`src/rtl/emesh_pkg.sv`:
```
// Shared emesh packet layout and receive-buffer occupancy encoding.
// The transmit-side packer uses the same offsets, so both ends change together.
package emesh_pkg;

    localparam int WRITE_LSB = 0;
    localparam int DMODE_LSB = 1;
    localparam int DMODE_W   = 2;
    localparam int CMODE_LSB = 3;
    localparam int CMODE_W   = 5;
    localparam int DST_LSB   = 8;
    localparam int DATA_LSB  = 40;
    localparam int SRC_LSB   = 72;

    typedef enum logic [1:0] {
        EMPTY = 2'd0,
        ONE   = 2'd1,
        TWO   = 2'd2
    } occ_t;

endpackage

```
`src/rtl/emesh_pkt_fields.sv`:
```
// Combinational split of a raw emesh packet into its bundle fields.
module emesh_pkt_fields
    import emesh_pkg::*;
#(
    parameter int AW = 32,
    parameter int PW = 104
) (
    input  logic [PW-1:0]      packet,
    output logic               write,
    output logic [DMODE_W-1:0] datamode,
    output logic [CMODE_W-1:0] ctrlmode,
    output logic [AW-1:0]      dstaddr,
    output logic [AW-1:0]      data,
    output logic [AW-1:0]      srcaddr
);

    assign write    = packet[WRITE_LSB];
    assign datamode = packet[DMODE_LSB +: DMODE_W];
    assign ctrlmode = packet[CMODE_LSB +: CMODE_W];
    assign dstaddr  = packet[DST_LSB +: AW];
    assign data     = packet[DATA_LSB +: AW];
    assign srcaddr  = packet[SRC_LSB +: AW];

endmodule

```
`src/rtl/packet2emesh_buf.sv`:
```
// Two-entry registered receive buffer that decodes the head packet
// into an emesh signal bundle under access/wait handshakes.
module packet2emesh_buf
    import emesh_pkg::*;
#(
    parameter int AW = 32,
    parameter int PW = 104
) (
    input  logic          clk,
    input  logic          reset,
    input  logic          access_in,
    input  logic [PW-1:0] packet_in,
    output logic          wait_out,
    output logic          access_out,
    output logic          write_out,
    output logic [1:0]    datamode_out,
    output logic [4:0]    ctrlmode_out,
    output logic [AW-1:0] dstaddr_out,
    output logic [AW-1:0] data_out,
    output logic [AW-1:0] srcaddr_out,
    input  logic          wait_in
);

    occ_t          state, state_nxt;
    logic [PW-1:0] head, head_nxt;
    logic [PW-1:0] tail, tail_nxt;
    logic          push, pop;

    assign wait_out   = reset || (state == TWO);
    assign access_out = (state != EMPTY);
    assign push       = access_in && !wait_out;
    assign pop        = access_out && !wait_in;

    always_comb begin
        state_nxt = state;
        head_nxt  = head;
        tail_nxt  = tail;
        unique case (state)
            EMPTY: begin
                if (push) begin
                    state_nxt = ONE;
                    head_nxt  = packet_in;
                end
            end
            ONE: begin
                if (push && pop) begin
                    head_nxt = packet_in;
                end else if (push) begin
                    state_nxt = TWO;
                    tail_nxt  = packet_in;
                end else if (pop) begin
                    state_nxt = EMPTY;
                end
            end
            TWO: begin
                // wait_out blocks any push while full
                if (pop) begin
                    state_nxt = ONE;
                    head_nxt  = tail;
                end
            end
            default: state_nxt = EMPTY;
        endcase
    end

    always_ff @(posedge clk) begin
        if (reset) begin
            state <= EMPTY;
            head  <= '0;
            tail  <= '0;
        end else begin
            state <= state_nxt;
            head  <= head_nxt;
            tail  <= tail_nxt;
        end
    end

    emesh_pkt_fields #(
        .AW(AW),
        .PW(PW)
    ) u_fields (
        .packet   (head),
        .write    (write_out),
        .datamode (datamode_out),
        .ctrlmode (ctrlmode_out),
        .dstaddr  (dstaddr_out),
        .data     (data_out),
        .srcaddr  (srcaddr_out)
    );

endmodule

```
`config.mk`:
```
export PLATFORM = sky130hd
export DESIGN_NAME = packet2emesh_buf
export DESIGN_NICKNAME = d
export VERILOG_FILES = /design/src/rtl/emesh_pkg.sv /design/src/rtl/emesh_pkt_fields.sv /design/src/rtl/packet2emesh_buf.sv
export SDC_FILE = /design/constraint.sdc
export NUM_CORES = 1
export LEC_CHECK = 0
export BUFFER_PORTS_ARGS = -buffer_cell sky130_fd_sc_hd__buf_4
export CORE_MARGIN = 5
export CORE_UTILIZATION = 55
export DETAILED_ROUTE_END_ITERATION = 10
export GPL_TIMING_DRIVEN = 0
export PLACE_DENSITY_LB_ADDON = 0.25
export SLEW_MARGIN = 0
export SYNTH_ARGS = -nofsm -noshare
export SYNTH_HDL_FRONTEND = slang
export SYNTH_SLANG_ARGS = --single-unit
export TNS_END_PERCENT = 1
```
`constraint.sdc`:
```
create_clock -name clk -period 3 [get_ports clk]
set_input_delay 0.75 -clock clk [delete_from_list [all_inputs] [get_ports clk]]
set_output_delay 0.75 -clock clk [all_outputs]
set_load 0.01 [all_outputs]
```
==> results of run 1 <==
placed cells by master, fill, tap and decap left out, types with 2 or more instances in the layout:
cell type  instances
buf_6             13
buf_1              4
nand3_1          104
clkinv_2           4
clkbuf_1          76
mux2i_1          104
dfxtp_1          210
a21oi_1          106
a211oi_2          60
a211oi_1          44
clkbuf_16         23
nand2_1            2
buf_4            222
buf_2             45
o21ai_0          105
clkbuf_8           3
nand2b_1           2
a311oi_1         104
nor2b_1            2
sequential cells by signal (all words and copies together), names as in the netlist:
| register | flops |
|---|---|
| head | 104 |
| state | 2 |
| tail | 104 |
power groups by stage:
stage	clock network, µW	registers (µW)	logic (µW)
6_report	2740	3000	962
5_1_grt	2860	3010	1030
4_1_cts	2740	2990	955
3_5_place_dp	0	3050	948
3_3_place_gp	0	3050	930
2_1_floorplan	0	3090	472
layer usage:
metal	vias to the layer above	track usage (%)	wire length [µm]
met3	82	5.31	2630
li1	4322	-	-
met4	0	10.5	1140
met5	-	0	0
met1	4564	38.7	12800
met2	457	45.4	14300
how the worst min path moves through the flow:
stage,endpoint,slack (ns),cells past startpoint
floorplan,tail[103],0.45,2
global placement,tail[85],0.46,2
detailed placement,tail[90],0.47,2
CTS,tail[90],0.47,2
global route,tail[102],0.49,2
finish,tail[101],0.47,2
worst min-delay path, delay by kind of cell, from the launching register on:
family / cells / cell delay (ns)
AOI/OAI and AO/OA: 2 / 0.12
DFF: 1 / 0.30
cell type report:
cell class                 count  area, µm²
sequential                   210       4200
inverter                       1       3.75
tap                          225        282
clock buffer                  34        647
clock inverter                 7       70.1
multi-input combinational    642       4720
timing repair buffer         211       1580
fill                        1357       5000
buffer                       141        724
cell families after synthesis:
logic type	Yosys count	share of synthesized area (%)
AOI/OAI and AO/OA	421	31.7
buffers and inverters	142	7.54
DFF	210	43.5
muxes	104	10.8
and+or+nand+nor	117	6.39
metrics by stage:
stage	util [%]	hold slack, ns	std cells
after floorplan	-	0.453	994
after global placement	66.8	0.459	1430
after detailed placement	66.8	0.466	1430
after CTS	71.0	0.474	1471
after global routing	71.0	0.491	1471
final	71.0	0.473	1471
==> impl_metrics.py, run 1 <==
metrics = {
    "synth": {
        "ys_seq_area_share_pct": 43.5,
        "synth-edff-count": 0,
        "yosys_warnings": 0,
        "ys_top_cells_by_area": "dfxtp_1 (44%), mux2i_1 (11%), a311oi_1 (9.4%)",
        "synth_top_area_cell": "dfxtp_1",
        "synthCells": 994,
        "yosys_register_bits": 210,
        "async_flop_share_pct": 0,
        "synthTopCellsByCount": "dfxtp_1 (210), a21oi_1 (106), o21ai_0 (105)",
        "synth_cell_type_count": 26,
        "yosysTopAreaCellShare_pct": 43.5,
        "synth.most_common_cell": "dfxtp_1",
        "syn-num-nets": 1102,
        "syn_avg_cell_area_um2": 9.71,
        "synth_area_um2": 9660,
        "ys.flop_type": "dfxtp_1",
    },
    "floorplan": {
        "io_pins": 214,
        "coreArea_um2": 17200,
        "start_util_pct": 56.0,
        "dieArea_um2": 20300,
        "rows": 48,
        "die_x_um": 142,
        "die_height_um": 142,
    },
    "critical_path": {
        "cp-endpoint": "access_out",
        "critPathBufInv": 3,
        "r2r_end": "tail[85]",
        "critPathLaunchType": "flop",
        "r2r-start": "state[1]",
        "critPathLaunch": "state[1]",
        "crit_fanout": 10,
        "worstRegToRegCells": 5,
        "critPathCaptureType": "output port",
        "max_stage_delay_ns": 0.41,
        "cp_num_cells": 4,
        "r2r_slack_ns": 1.09,
        "cp_top_family": "buffers and inverters",
        "crit_arrival_ns": 1.90,
        "critPathRequiredTime_ns": 2.25,
        "crit_chain": "buf_2 -> clkbuf_1 -> or2_2 -> buf_4",
        "worst_path_max_delay_cell": "clkbuf_1",
        "crit_type": "reg -> out",
    },
    "finish": {
        "final_nets": 1338,
        "final_cell_area_um2": 12200,
        "drive_gt1_share_pct": 30.2,
        "n_antenna_cell": 0,
        "synthToLayoutAreaGrowth_pct": 26.7,
    },
    "grt": {
        "track_usage_pct": 28.5,
        "grt-ovfl-total": 0,
        "grt_pass1_wl_um": 47600,
        "grt_pass1_vias": 9019,
        "grt_max_degree": 14,
        "antenna_found_initial": 0,
    },
    "timing": {
        "fmax_ghz": 0.377,
        "hold_viol_final": 0,
        "rsz0062_at_grt": "false",
        "tightestPinTransition_ns": 0.870,
        "fin_crit_sh_pct": 88.3,
        "setup_viol": 0,
        "final_max_slew_viol_count": 0,
        "fin_setup_tns_ns": 0,
        "layout_setup_ws_ns": 0.350,
        "finalClockSkew_ns": 0.0119,
        "relSlewSlack_pct": 42.0,
        "fin_crit_ns": 2.65,
    },
    "routing": {
        "drc": 0,
        "dr.pass1.iters": 5,
        "vias_per_cell": 6.41,
        "antenna_left": 0,
        "vias": 9425,
        "wl_per_cell_um": 21.0,
        "wl_um": 30900,
        "drt_iter0_drc": 605,
    },
    "pwr": {
        "p_leak_uw": 0.00513,
        "p_per_area_nw_per_um2": 547,
        "combPwrFrac_pct": 14.4,
        "p_sw_uw": 1740,
        "p_sw_share_pct": 26.0,
        "clkPwrFrac_pct": 40.9,
        "ir_drop_v": 0.000418,
        "p_int_uw": 4960,
        "pwr-share-seq_pct": 44.8,
        "total_power_uw": 6700,
    },
    "place": {
        "hpwl_um": 21000,
        "post-place-ws_ns": 0.417,
        "gp_congestion": 0.850,
        "place_area_um2": 11500,
        "io_buffers": 211,
    },
    "clocking": {
        "post_cts_resized": 0,
        "clk_latency_ns": 0.51,
        "cts_num_sinks": 210,
        "post_cts_buffers": 0,
        "cts.htree.levels": 1,
        "clock-root-buffer": "clkbuf_16",
        "cts_tree": "yes",
        "clk_path_buf_depth": 3,
        "numCtsBuffers": 23,
        "clkTransAtPathRegs_ns": 0.06,
        "cts_hold_buffers": 0,
    },
    "min_path": {
        "min-delay-start": "tail[101]",
        "hp-class": "reg -> reg",
    },
    "run": {
        "maxCapViolations": 0,
    },
    "run_status": {
        "status": "complete, no violations",
    },
}
(Power assumes the default switching activity.)
==> run 2: changes to the inputs <==
--- a/config.mk
+++ b/config.mk
@@ -5,6 +5,7 @@
 export SDC_FILE = /design/constraint.sdc
 export NUM_CORES = 1
 export LEC_CHECK = 0
+export ABC_AREA = 1
 export BUFFER_PORTS_ARGS = -buffer_cell sky130_fd_sc_hd__buf_4
 export CORE_MARGIN = 5
 export CORE_UTILIZATION = 55
==> run 2 against run 1 <==
Net effect: register-to-register slack got worse by 0.17 ns; count of clock-buffer cells in the layout down 1; non-clock buffer count is 6 higher; clock skew shrank 0.0069 ns; worst setup slack got worse by 0.25 ns; cell count is 36% higher; core utilization down 0.87 points.
==> impl_metrics.py, run 2 <==
metrics = {
    "clocking": {
        "post_cts_buffers": 0,
        "clkTransAtPathRegs_ns": 0.06,
        "clk_latency_ns": 0.50,
        "post_cts_resized": 0,
        "clk_path_buf_depth": 3,
        "cts_tree": "yes",
        "cts_hold_buffers": 0,
        "clock-root-buffer": "clkbuf_16",
        "numCtsBuffers": 22,
        "cts.htree.levels": 1,
        "cts_num_sinks": 210,
    },
    "place": {
        "place_inst": 1963,
        "post-place-ws_ns": 0.0967,
        "io_buffers": 211,
        "hpwl_um": 21500,
        "gp_congestion": 0.868,
        "place_area_um2": 11900,
    },
    "pwr": {
        "p_int_uw": 4840,
        "total_power_uw": 6570,
        "combPwrFrac_pct": 15.3,
        "ir_drop_v": 0.000495,
        "clkPwrFrac_pct": 39.2,
        "p_per_area_nw_per_um2": 521,
        "p_sw_uw": 1720,
        "p_sw_share_pct": 26.2,
        "p_leak_uw": 0.00591,
        "pwr-share-seq_pct": 45.5,
    },
    "routing": {
        "antenna_left": 0,
        "vias_per_cell": 5.49,
        "vias": 10970,
        "wl_per_cell_um": 15.4,
        "drt_iter0_drc": 725,
        "wl_um": 30700,
        "dr.pass1.iters": 5,
        "drc": 0,
    },
    "timing": {
        "fin_setup_tns_ns": 0,
        "fmax_ghz": 0.345,
        "relSlewSlack_pct": 64.0,
        "layout_setup_ws_ns": 0.104,
        "final_max_slew_viol_count": 0,
        "rsz0062_at_grt": "false",
        "finalClockSkew_ns": 0.00502,
        "hold_viol_final": 0,
        "tightestPinTransition_ns": 0.540,
        "setup_viol": 0,
        "fin_crit_sh_pct": 96.5,
        "fin_crit_ns": 2.90,
    },
    "synth": {
        "synth_cell_type_count": 20,
        "synth-edff-count": 0,
        "ys_top_cells_by_area": "dfxtp_1 (42%), nand2_1 (16%), a21oi_1 (10%)",
        "synth_area_um2": 10100,
        "synth_top_area_cell": "dfxtp_1",
        "ys_seq_area_share_pct": 41.8,
        "syn-num-nets": 1631,
        "synthTopCellsByCount": "nand2_1 (422), dfxtp_1 (210), a21oi_1 (209), nand3_1 (209), inv_1 (108)",
        "async_flop_share_pct": 0,
        "ys.flop_type": "dfxtp_1",
        "yosys_warnings": 0,
        "yosys_register_bits": 210,
        "syn_avg_cell_area_um2": 6.61,
        "synthCells": 1523,
        "yosysTopAreaCellShare_pct": 41.8,
        "synth.most_common_cell": "nand2_1",
    },
    "grt": {
        "antenna_found_initial": 0,
        "grt_max_degree": 13,
        "grt_pass1_vias": 9908,
        "track_usage_pct": 26.7,
        "grt-ovfl-total": 0,
        "grt_pass1_wl_um": 48900,
    },
    "run_status": {
        "status": "complete, no violations",
    },
    "floorplan": {
        "die_x_um": 145,
        "start_util_pct": 56.0,
        "die_height_um": 145,
        "rows": 49,
        "dieArea_um2": 21100,
        "io_pins": 214,
        "coreArea_um2": 18000,
    },
    "finish": {
        "synthToLayoutAreaGrowth_pct": 25.2,
        "n_antenna_cell": 0,
        "final_common_cell": "nand2_1",
        "finalNonFillerCells": 1997,
        "reg_top3": "head: 104 flops, tail: 104 flops, state: 2 flops",
        "drive_gt1_share_pct": 17.8,
        "final_nets": 1866,
        "nFillCells": 1571,
        "final_cell_area_um2": 12600,
        "final_cell_mix": "nand2_1 (422), buf_4 (216), dfxtp_1 (210)",
    },
    "critical_path": {
        "crit_arrival_ns": 2.15,
        "critPathLaunchType": "primary input",
        "critPathRequiredTime_ns": 2.25,
        "critPathCaptureType": "output port",
        "crit_fanout": 10,
        "crit_type": "in -> out",
    },
    "run": {
        "maxCapViolations": 0,
    },
    "min_path": {
        "hp-class": "reg -> reg",
    },
}
-- run 2: cell families (layout without fill, tap and decap cells) --
logic type             Yosys count  count (layout)  synth area share (%)
buffers and inverters          258             503                  10.7
AO/OA/AOI/OAI                  212             212                  10.6
AND/OR/NAND/NOR                843             843                  36.9
flip-flops                     210             210                  41.8
-- run 2: per-layer routing --
| layer | vias to the layer above | part of all wire [%] | routed length, µm | global-route usage, % |
|---|---|---|---|---|
| met3 | 61 | 9.0 | 2770 | 5.39 |
| met4 | 0 | 2.1 | 656 | 6.90 |
| li1 | 5461 | - | - | - |
| met5 | - | 0 | 0 | 0 |
| met1 | 4972 | 42 | 13000 | 36.9 |
| met2 | 476 | 46 | 14200 | 43.1 |
-- run 2: metrics by stage --
stage                     hold WS [ns]  utilization (%)
after CTS                        0.461             70.1
after global placement           0.448             66.4
final                            0.459             70.1
after detailed placement         0.452             66.4
after global routing             0.472             70.1
after floorplan                  0.440                -
-- run 2: area by class of cell --
cell class / count / area (µm²) / area share [%]
multi-input combinational: 1055 / 4780 / 37.9
clock buffer: 33 / 663 / 5.26
buffer: 147 / 663 / 5.26
timing repair buffer: 211 / 1580 / 12.6
inverter: 111 / 417 / 3.31
tap: 229 / 287 / 2.27
sequential: 210 / 4200 / 33.4
clock inverter: 1 / 5.00 / 0.0397
-- run 2: final timing paths --
| path | to | slack (ns) | depth (start not counted) | startpoint |
|---|---|---|---|---|
| max reg2reg | head[67] | 0.92 | 9 | state[1] |
| min reg2reg | tail[41] | 0.46 | 2 | tail[41] |
| min | tail[41] | 0.46 | 2 | tail[41] |
| max | wait_out | 0.10 | 6 | reset |
-- run 2: worst max-delay path, stage by stage --
cell      delay, ns
buf_2          0.28
clkinv_1       0.37
buf_2          0.33
buf_2          0.21
nand2_1        0.08
buf_4          0.11
-- run 2: power by group through the flow --
| stage | clock network, µW | logic, µW | registers [µW] |
|---|---|---|---|
| after floorplan | 0 | 498 | 3090 |
| after global placement | 0 | 974 | 3050 |
| after detailed placement | 0 | 989 | 3050 |
| after CTS | 2600 | 997 | 2990 |
| final | 2570 | 1000 | 2990 |
| after global routing | 2720 | 1110 | 3000 |
